==> src/rtl/sqrt_pkg.sv <==
// Shared definitions for the iterative square-root block: FSM encoding and
// helpers that derive the internal widths from the radicand width and the
// number of root bits resolved per clock.
package sqrt_pkg;

  // Controller states: waiting for an operand, iterating, holding the result.
  typedef enum logic [1:0] {
    IDLE = 2'd0,
    CALC = 2'd1,
    DONE = 2'd2
  } sqrtState_t;

  // Integer ceiling division for elaboration-time width arithmetic.
  function automatic int ceil_div(input int num, input int den);
    return (num + den - 32'sd1) / den;
  endfunction

  // Number of root bits for a radicand of the given width.
  function automatic int half_width(input int inWidth);
    return inWidth / 32'sd2;
  endfunction

  // Clock edges needed to resolve all root bits.
  function automatic int iter_count(input int inWidth, input int bitsPerCycle);
    return ceil_div(half_width(inWidth), bitsPerCycle);
  endfunction

  // Root register width: whole groups of bitsPerCycle, so it may exceed HALF
  // when bitsPerCycle does not divide HALF (the extra MSBs stay zero).
  function automatic int root_width(input int inWidth, input int bitsPerCycle);
    return iter_count(inWidth, bitsPerCycle) * bitsPerCycle;
  endfunction

  // Radicand shift register width: two radicand bits per root bit, with
  // zero padding at the MSB end to fill whole iterations.
  function automatic int pad_width(input int inWidth, input int bitsPerCycle);
    return 32'sd2 * root_width(inWidth, bitsPerCycle);
  endfunction

  // Iteration counter width; at least one bit even for a single iteration.
  function automatic int cnt_width(input int inWidth, input int bitsPerCycle);
    int iter;
    iter = iter_count(inWidth, bitsPerCycle);
    return (iter > 32'sd1) ? $clog2(iter) : 32'sd1;
  endfunction

endpackage

==> src/rtl/sqrt_digit_step.sv <==
// One restoring square-root digit step (combinational).
// The next two radicand bits are shifted into the partial remainder, the
// trial value {root,01} is subtracted if it fits, and the new root bit
// records whether it did.
module sqrt_digit_step #(
  parameter int REM_WIDTH  = 72,
  parameter int ROOT_WIDTH = 71
) (
  input  logic [REM_WIDTH-1:0]  remIn,
  input  logic [ROOT_WIDTH-1:0] rootIn,
  input  logic [1:0]            radBits,
  output logic [REM_WIDTH-1:0]  remOut,
  output logic [ROOT_WIDTH-1:0] rootOut
);

  // Wide enough that neither operand of the trial subtraction is truncated,
  // so the full-width comparison is exactly the sign of the trial result.
  localparam int CMP_WIDTH = ((REM_WIDTH > ROOT_WIDTH) ? REM_WIDTH : ROOT_WIDTH) + 2;

  logic [CMP_WIDTH-1:0] shifted;
  logic [CMP_WIDTH-1:0] trialSub;
  logic [REM_WIDTH-1:0] diff;
  logic                 fits;

  // Trial subtraction and restore decision for one root bit.
  always_comb begin
    shifted  = CMP_WIDTH'({remIn, radBits});
    trialSub = CMP_WIDTH'({rootIn, 2'b01});
    fits     = (shifted >= trialSub);
    // A non-negative trial is at most 2*newRoot, so the low REM_WIDTH bits
    // of the difference carry the whole value.
    diff     = shifted[REM_WIDTH-1:0] - trialSub[REM_WIDTH-1:0];
    if (fits) begin
      remOut  = diff;
      rootOut = {rootIn[ROOT_WIDTH-2:0], 1'b1};
    end else begin
      remOut  = shifted[REM_WIDTH-1:0];
      rootOut = {rootIn[ROOT_WIDTH-2:0], 1'b0};
    end
  end

endmodule

==> src/rtl/sqrt_iterative.sv <==
// Multi-cycle unsigned integer square root with valid/ready handshakes.
// Resolves BITS_PER_CYCLE root bits per clock through a chain of restoring
// digit steps; optionally rounds to nearest and always exports the floor
// remainder x - floor(sqrt(x))^2. Latency is ITER edges regardless of data.
module sqrt_iterative
  import sqrt_pkg::*;
#(
  parameter int IN_WIDTH       = 142,
  parameter int BITS_PER_CYCLE = 1,
  parameter int ROUND          = 0
) (
  input  logic                        clock,
  input  logic                        resetN,
  input  logic                        inValid,
  output logic                        inReady,
  input  logic [IN_WIDTH-1:0]         inputData,
  output logic                        outValid,
  input  logic                        outReady,
  output logic [IN_WIDTH/2+ROUND-1:0] outputData,
  output logic [IN_WIDTH/2:0]         remainder
);

  localparam int HALF       = half_width(IN_WIDTH);
  localparam int ITER       = iter_count(IN_WIDTH, BITS_PER_CYCLE);
  localparam int OUT_WIDTH  = HALF + ROUND;
  localparam int REM_WIDTH  = HALF + 1;
  localparam int ROOT_WIDTH = root_width(IN_WIDTH, BITS_PER_CYCLE);
  localparam int PAD_WIDTH  = pad_width(IN_WIDTH, BITS_PER_CYCLE);
  localparam int CNT_WIDTH  = cnt_width(IN_WIDTH, BITS_PER_CYCLE);
  localparam int STEP_SHIFT = 2 * BITS_PER_CYCLE;

  localparam logic [CNT_WIDTH-1:0] LAST_CNT = CNT_WIDTH'(ITER - 1);
  localparam bit                   ROUND_EN = (ROUND != 0);

  sqrtState_t            state;
  logic [PAD_WIDTH-1:0]  radReg;
  logic [ROOT_WIDTH-1:0] rootReg;
  logic [REM_WIDTH-1:0]  remReg;
  logic [CNT_WIDTH-1:0]  iterCnt;

  logic [ROOT_WIDTH-1:0] stepRoot;
  logic [REM_WIDTH-1:0]  stepRem;
  logic [OUT_WIDTH-1:0]  resultRoot;

  // Digit-step chain: stage g consumes radicand bit pair g counted from the
  // MSB of the shift register, so one clock resolves BITS_PER_CYCLE bits.
  for (genvar g = 0; g < BITS_PER_CYCLE; g++) begin : gStep
    logic [REM_WIDTH-1:0]  remI;
    logic [REM_WIDTH-1:0]  remO;
    logic [ROOT_WIDTH-1:0] rootI;
    logic [ROOT_WIDTH-1:0] rootO;

    if (g == 0) begin : gFirst
      assign remI  = remReg;
      assign rootI = rootReg;
    end else begin : gNext
      assign remI  = gStep[g-1].remO;
      assign rootI = gStep[g-1].rootO;
    end

    sqrt_digit_step #(
      .REM_WIDTH (REM_WIDTH),
      .ROOT_WIDTH(ROOT_WIDTH)
    ) uStep (
      .remIn  (remI),
      .rootIn (rootI),
      .radBits(radReg[PAD_WIDTH-1-2*g -: 2]),
      .remOut (remO),
      .rootOut(rootO)
    );
  end

  assign stepRoot = gStep[BITS_PER_CYCLE-1].rootO;
  assign stepRem  = gStep[BITS_PER_CYCLE-1].remO;

  // Round-to-nearest on the final root: x lies above (r+0.5)^2 exactly when
  // the floor remainder exceeds r. OUT_WIDTH has one spare bit for 2^HALF.
  always_comb begin
    if (ROUND_EN && (stepRem > REM_WIDTH'(stepRoot))) begin
      resultRoot = OUT_WIDTH'(stepRoot) + {{(OUT_WIDTH-1){1'b0}}, 1'b1};
    end else begin
      resultRoot = OUT_WIDTH'(stepRoot);
    end
  end

  // Controller FSM with all handshake and result registers.
  always_ff @(posedge clock or negedge resetN) begin
    if (!resetN) begin
      state      <= IDLE;
      radReg     <= '0;
      rootReg    <= '0;
      remReg     <= '0;
      iterCnt    <= '0;
      inReady    <= 1'b1;
      outValid   <= 1'b0;
      outputData <= '0;
      remainder  <= '0;
    end else begin
      case (state)
        IDLE: begin
          if (inValid) begin
            radReg  <= PAD_WIDTH'(inputData);
            rootReg <= '0;
            remReg  <= '0;
            iterCnt <= '0;
            inReady <= 1'b0;
            state   <= CALC;
          end else begin
            inReady <= 1'b1;
          end
        end
        CALC: begin
          radReg  <= radReg << STEP_SHIFT;
          rootReg <= stepRoot;
          remReg  <= stepRem;
          if (iterCnt == LAST_CNT) begin
            iterCnt    <= '0;
            outputData <= resultRoot;
            remainder  <= stepRem;
            outValid   <= 1'b1;
            state      <= DONE;
          end else begin
            iterCnt <= iterCnt + {{(CNT_WIDTH-1){1'b0}}, 1'b1};
          end
        end
        DONE: begin
          // Result and remainder hold until the downstream takes them; the
          // next operand is only accepted from IDLE, one cycle later.
          if (outReady) begin
            outValid <= 1'b0;
            inReady  <= 1'b1;
            state    <= IDLE;
          end else begin
            outValid <= 1'b1;
          end
        end
        default: begin
          outValid <= 1'b0;
          inReady  <= 1'b1;
          state    <= IDLE;
        end
      endcase
    end
  end

endmodule
==> config.mk <==
export PLATFORM = sky130hd
export DESIGN_NAME = sqrt_iterative
export DESIGN_NICKNAME = d
export VERILOG_FILES = /design/src/rtl/sqrt_pkg.sv /design/src/rtl/sqrt_digit_step.sv /design/src/rtl/sqrt_iterative.sv
export SDC_FILE = /design/constraint.sdc
export NUM_CORES = 1
export LEC_CHECK = 0
export ABC_AREA = 1
export BUFFER_PORTS_ARGS = -buffer_cell sky130_fd_sc_hd__buf_2
export CORE_MARGIN = 2
export CORE_UTILIZATION = 45
export DETAILED_ROUTE_END_ITERATION = 7
export GPL_ROUTABILITY_DRIVEN = 0
export GPL_TIMING_DRIVEN = 0
export PLACE_DENSITY_LB_ADDON = 0.08
export SYNTH_ARGS = -nofsm -noshare
export SYNTH_HDL_FRONTEND = slang
export SYNTH_SLANG_ARGS = --single-unit
==> constraint.sdc <==
create_clock -name clock -period 2 [get_ports clock]
set_input_delay 0.2 -clock clock [delete_from_list [all_inputs] [get_ports clock]]
set_output_delay 0.2 -clock clock [all_outputs]
set_load 0.01 [all_outputs]
==> summary.md <==
| Metric | Value |
|---|---|
| Setup violations, final | 375 |
| Syn_area_per_cell | 7.169 µm² |
| Worst Hold Class | input port to asynchronous set/reset pin |
| Seq. cell area | 0.01100 mm² |
| Tcrit/Tclk final | 1.286 |
| Core Util, Final | 0.6442 |
| Ys flop type | dfrtp_1 |
| Fillers | 4890 |
| Mapped Cells | 3468 |
| Mean routed wirelength per cell | 17.91 µm |
| Register bit total from synthesis | 439 |
| Number of synthesized flops with an enable pin | 0 |
| HPWL after DPL | 60.77 mm |
| Via count | between 20k and 30k |
| Number of buffers and inverters on the critical path | 4 |
| Drt total wl | about 87 mm |
| Worst Skew | 38.25 ps |
| Multi-input logic area | about 0.014 mm² |
| Synth Cell Area | 0.02486 mm² |
| R2r endpoint | remainder[52]$_DFFE_PN0P_ |
| Leading cell types in the layout, fill and taps excluded | nand2_1 (1118), dfrtp_1 (424), inv_1 (369) |
| Max-slew violations | 0 |
| Critical Path Source Type | register |
| Total GRT Usage | 0.2965 |
| Critical Path Sink Type | register |
| CP top delay family | simple AND/OR/NAND/NOR gates |
| Vias in the first global route | 24.09k |
| Slew margin rel. | 0.5426 |
| Crit path time final | 2571 ps |
| Worst Reg2Reg Path Length in Cells | 15 |
| Post-route worst setup slack | -571.1 ps |
| Clock Pin Slew Worst Setup and Hold Paths | approximately 60 ps |
| Fraction of layout cells with a size suffix above 1 | 0.2938 |
| Reg2reg start | gStep[0].remI[53]$_DFFE_PN0P_ |
| Fmax | 388.9 MHz |
| Total clock buffers created by CTS | 49 |
| Commonest non-fill, non-tap cell in the layout | nand2_1 |
| First-pass GRT wire length | 132.7 mm |
| H-Tree Depth | 2 |
| CTS Buffer Depth | 3 |
| Req. time, crit path | 2470 ps |
| Failing checks | negative setup slack |
| Die X | approximately 240 µm |
| Residual DRC | 0 |
| Worst reg2reg setup slack | -570 ps |
| Worst path most repeated cell | buf_12 |
| Slowest CP cell | dfrtp_1 |
| CP Cell Sequence | ha_4, nand2_4, nor2_2, inv_2, nor2_4, nand2_2, nor2_4, nand4_1, nand4_4, buf_12, buf_12, buf_12, nand3_4, nand3_2, nand2_1 |
| Post-route ant nets | 0 |
| Max Cap Viol | 0 |
| Row Count | 86 |
| Clk_lat worst skew | 620 ps |
| Share of flip-flops with an asynchronous set or reset | 1.000 |
| Finished Cell Area | 0.03535 mm² |
| Syn Nets | 3692 |
| Nets | between 4k and 5k |
| Largest net degree at the start of global routing | 123 |
| Clock Tree Root | clkbuf_16 |
| Initial core utilization | 0.4531 |
| Clock sinks | 439 |
| Setup WS pre-CTS | -1649 ps |
| Port bufs | 290 |
| Initial antenna violation count | 0 |
| WP data arrival | between 3000 and 4000 ps |
| Initial drt markers | roughly 2k |
| Number of vias per cell | 5.161 |
| DP Area | about 0.028 mm² |
| Inserted Diodes | 0 |
| Outcome | finished with violations |
| Die area | 0.05715 mm² |
| Boundary Pins | 291 |
| TritonCTS clock tree | built |
| Least-Margin Pin Slew | 686.1 ps |
| Ys Warns | 0 |
| Distinct cells, synth | 43 |
| Core ar. | 0.05488 mm² |
| Critical path fanouts, max | 7 |
| RSZ-0062 raised after global routing | yes |
| CP max stage delay | 410 ps |
| Sequential share of the synthesized area | 0.4419 |
| Grt total ovfl | 0 |
| Fin. Hold Viols | 0 |
| Final hold slack | 126.9 ps |
| WS Path Type | register to register |
| Die Y | 239.1 µm |
| First-pass DRT Iterations | 6 |
| Area growth from synthesis to layout | 42.18% |
==> per-stage QoR <==
step	TNS, ps	std cells
after global routing	-171500	4873
final	-112300	4873
after floorplan	-11700	3468
after global placement	-4116170	4462
after detailed placement	-484080	4466
after CTS	-115670	4807
==> routing by layer <==
metal  global-route usage  up-vias  wire length, µm
li1                     -    12310                -
met1               0.3946    11830            36960
met2               0.4857      803            40330
met3              0.05104      209             6092
met4               0.1087        0             3905
met5                    0        -                0
==> cell usage after synthesis, types with 18 or more instances <==
cell type / count / share of area
inv_2: 18 / 0.0027
nand3_1: 112 / 0.023
dfrtp_1: 438 / 0.44
a31oi_1: 70 / 0.018
o22ai_1: 73 / 0.018
ha_1: 78 / 0.039
inv_1: 452 / 0.068
nor2_1: 213 / 0.032
o21ai_0: 174 / 0.035
clkbuf_1: 112 / 0.017
a21oi_1: 77 / 0.015
nand2_1: 1379 / 0.21
xor2_1: 29 / 0.010
o211ai_1: 96 / 0.029
==> worst max path at each step <==
stage | endpoint | slack [ps] | cells after the start | start
2_1_floorplan | remainder[12]$_DFFE_PN0P_ | -100 | 16 | gStep[0].remI[51]$_DFFE_PN0P_
3_3_place_gp | radReg[71]$_DFFE_PN0P_ | -8380 | 1 | resetN
3_5_place_dp | outputData[67]$_DFFE_PN0P_ | -1650 | 10 | state[1]$_DFFE_PN0P_
4_1_cts | remainder[68]$_DFFE_PN0P_ | -570 | 19 | gStep[0].rootI[17]$_DFFE_PN0P_
5_1_grt | remainder[11]$_DFFE_PN0P_ | -670 | 17 | gStep[0].rootI[25]$_DFFE_PN0P_
6_report | remainder[52]$_DFFE_PN0P_ | -570 | 15 | gStep[0].remI[53]$_DFFE_PN0P_
==> state kept, by name, indices dropped and copies added (netlist names) <==
register / cells
gStep.remI: 72
gStep.rootI: 71
inReady: 1
iterCnt: 7
outValid: 1
outputData: 71
radReg: 142
remainder: 72
state: 2
==> final cells by class <==
type,instances,share of cell area
Multi-Input combinational cell,2415,0.4049
Buffer,139,0.02531
Tap cell,704,0.02492
Inverter,472,0.05058
Sequential cell,439,0.3113
Clock buffer,69,0.04138
Clock inverter,23,0.009875
Timing Repair Buffer,612,0.1317
==> kinds of logic after synthesis <==
| family | share of synthesized area |
|---|---|
| buffers and inverters | 0.09692 |
| adder cells (fa/ha/maj) | 0.03925 |
| flip-flops | 0.4419 |
| AND/OR/NAND/NOR | 0.2853 |
| XOR/XNOR | 0.01480 |
| AO/OA/AOI/OAI | 0.1218 |
==> what timing repair did <==
action                                  4_1_cts  5_1_grt
gates cloned                                  3       11
endpoints found under the setup margin      435      435
gates resized for setup                     314      410
buffers inserted                            103       57
pin swaps                                    60      136
hold buffers                                145        0
endpoints found under the hold margin       207        0
Power is left out: the tool's default activity adds up to more than one toggle a clock period on the data nets, which glitch-free logic cannot reach.
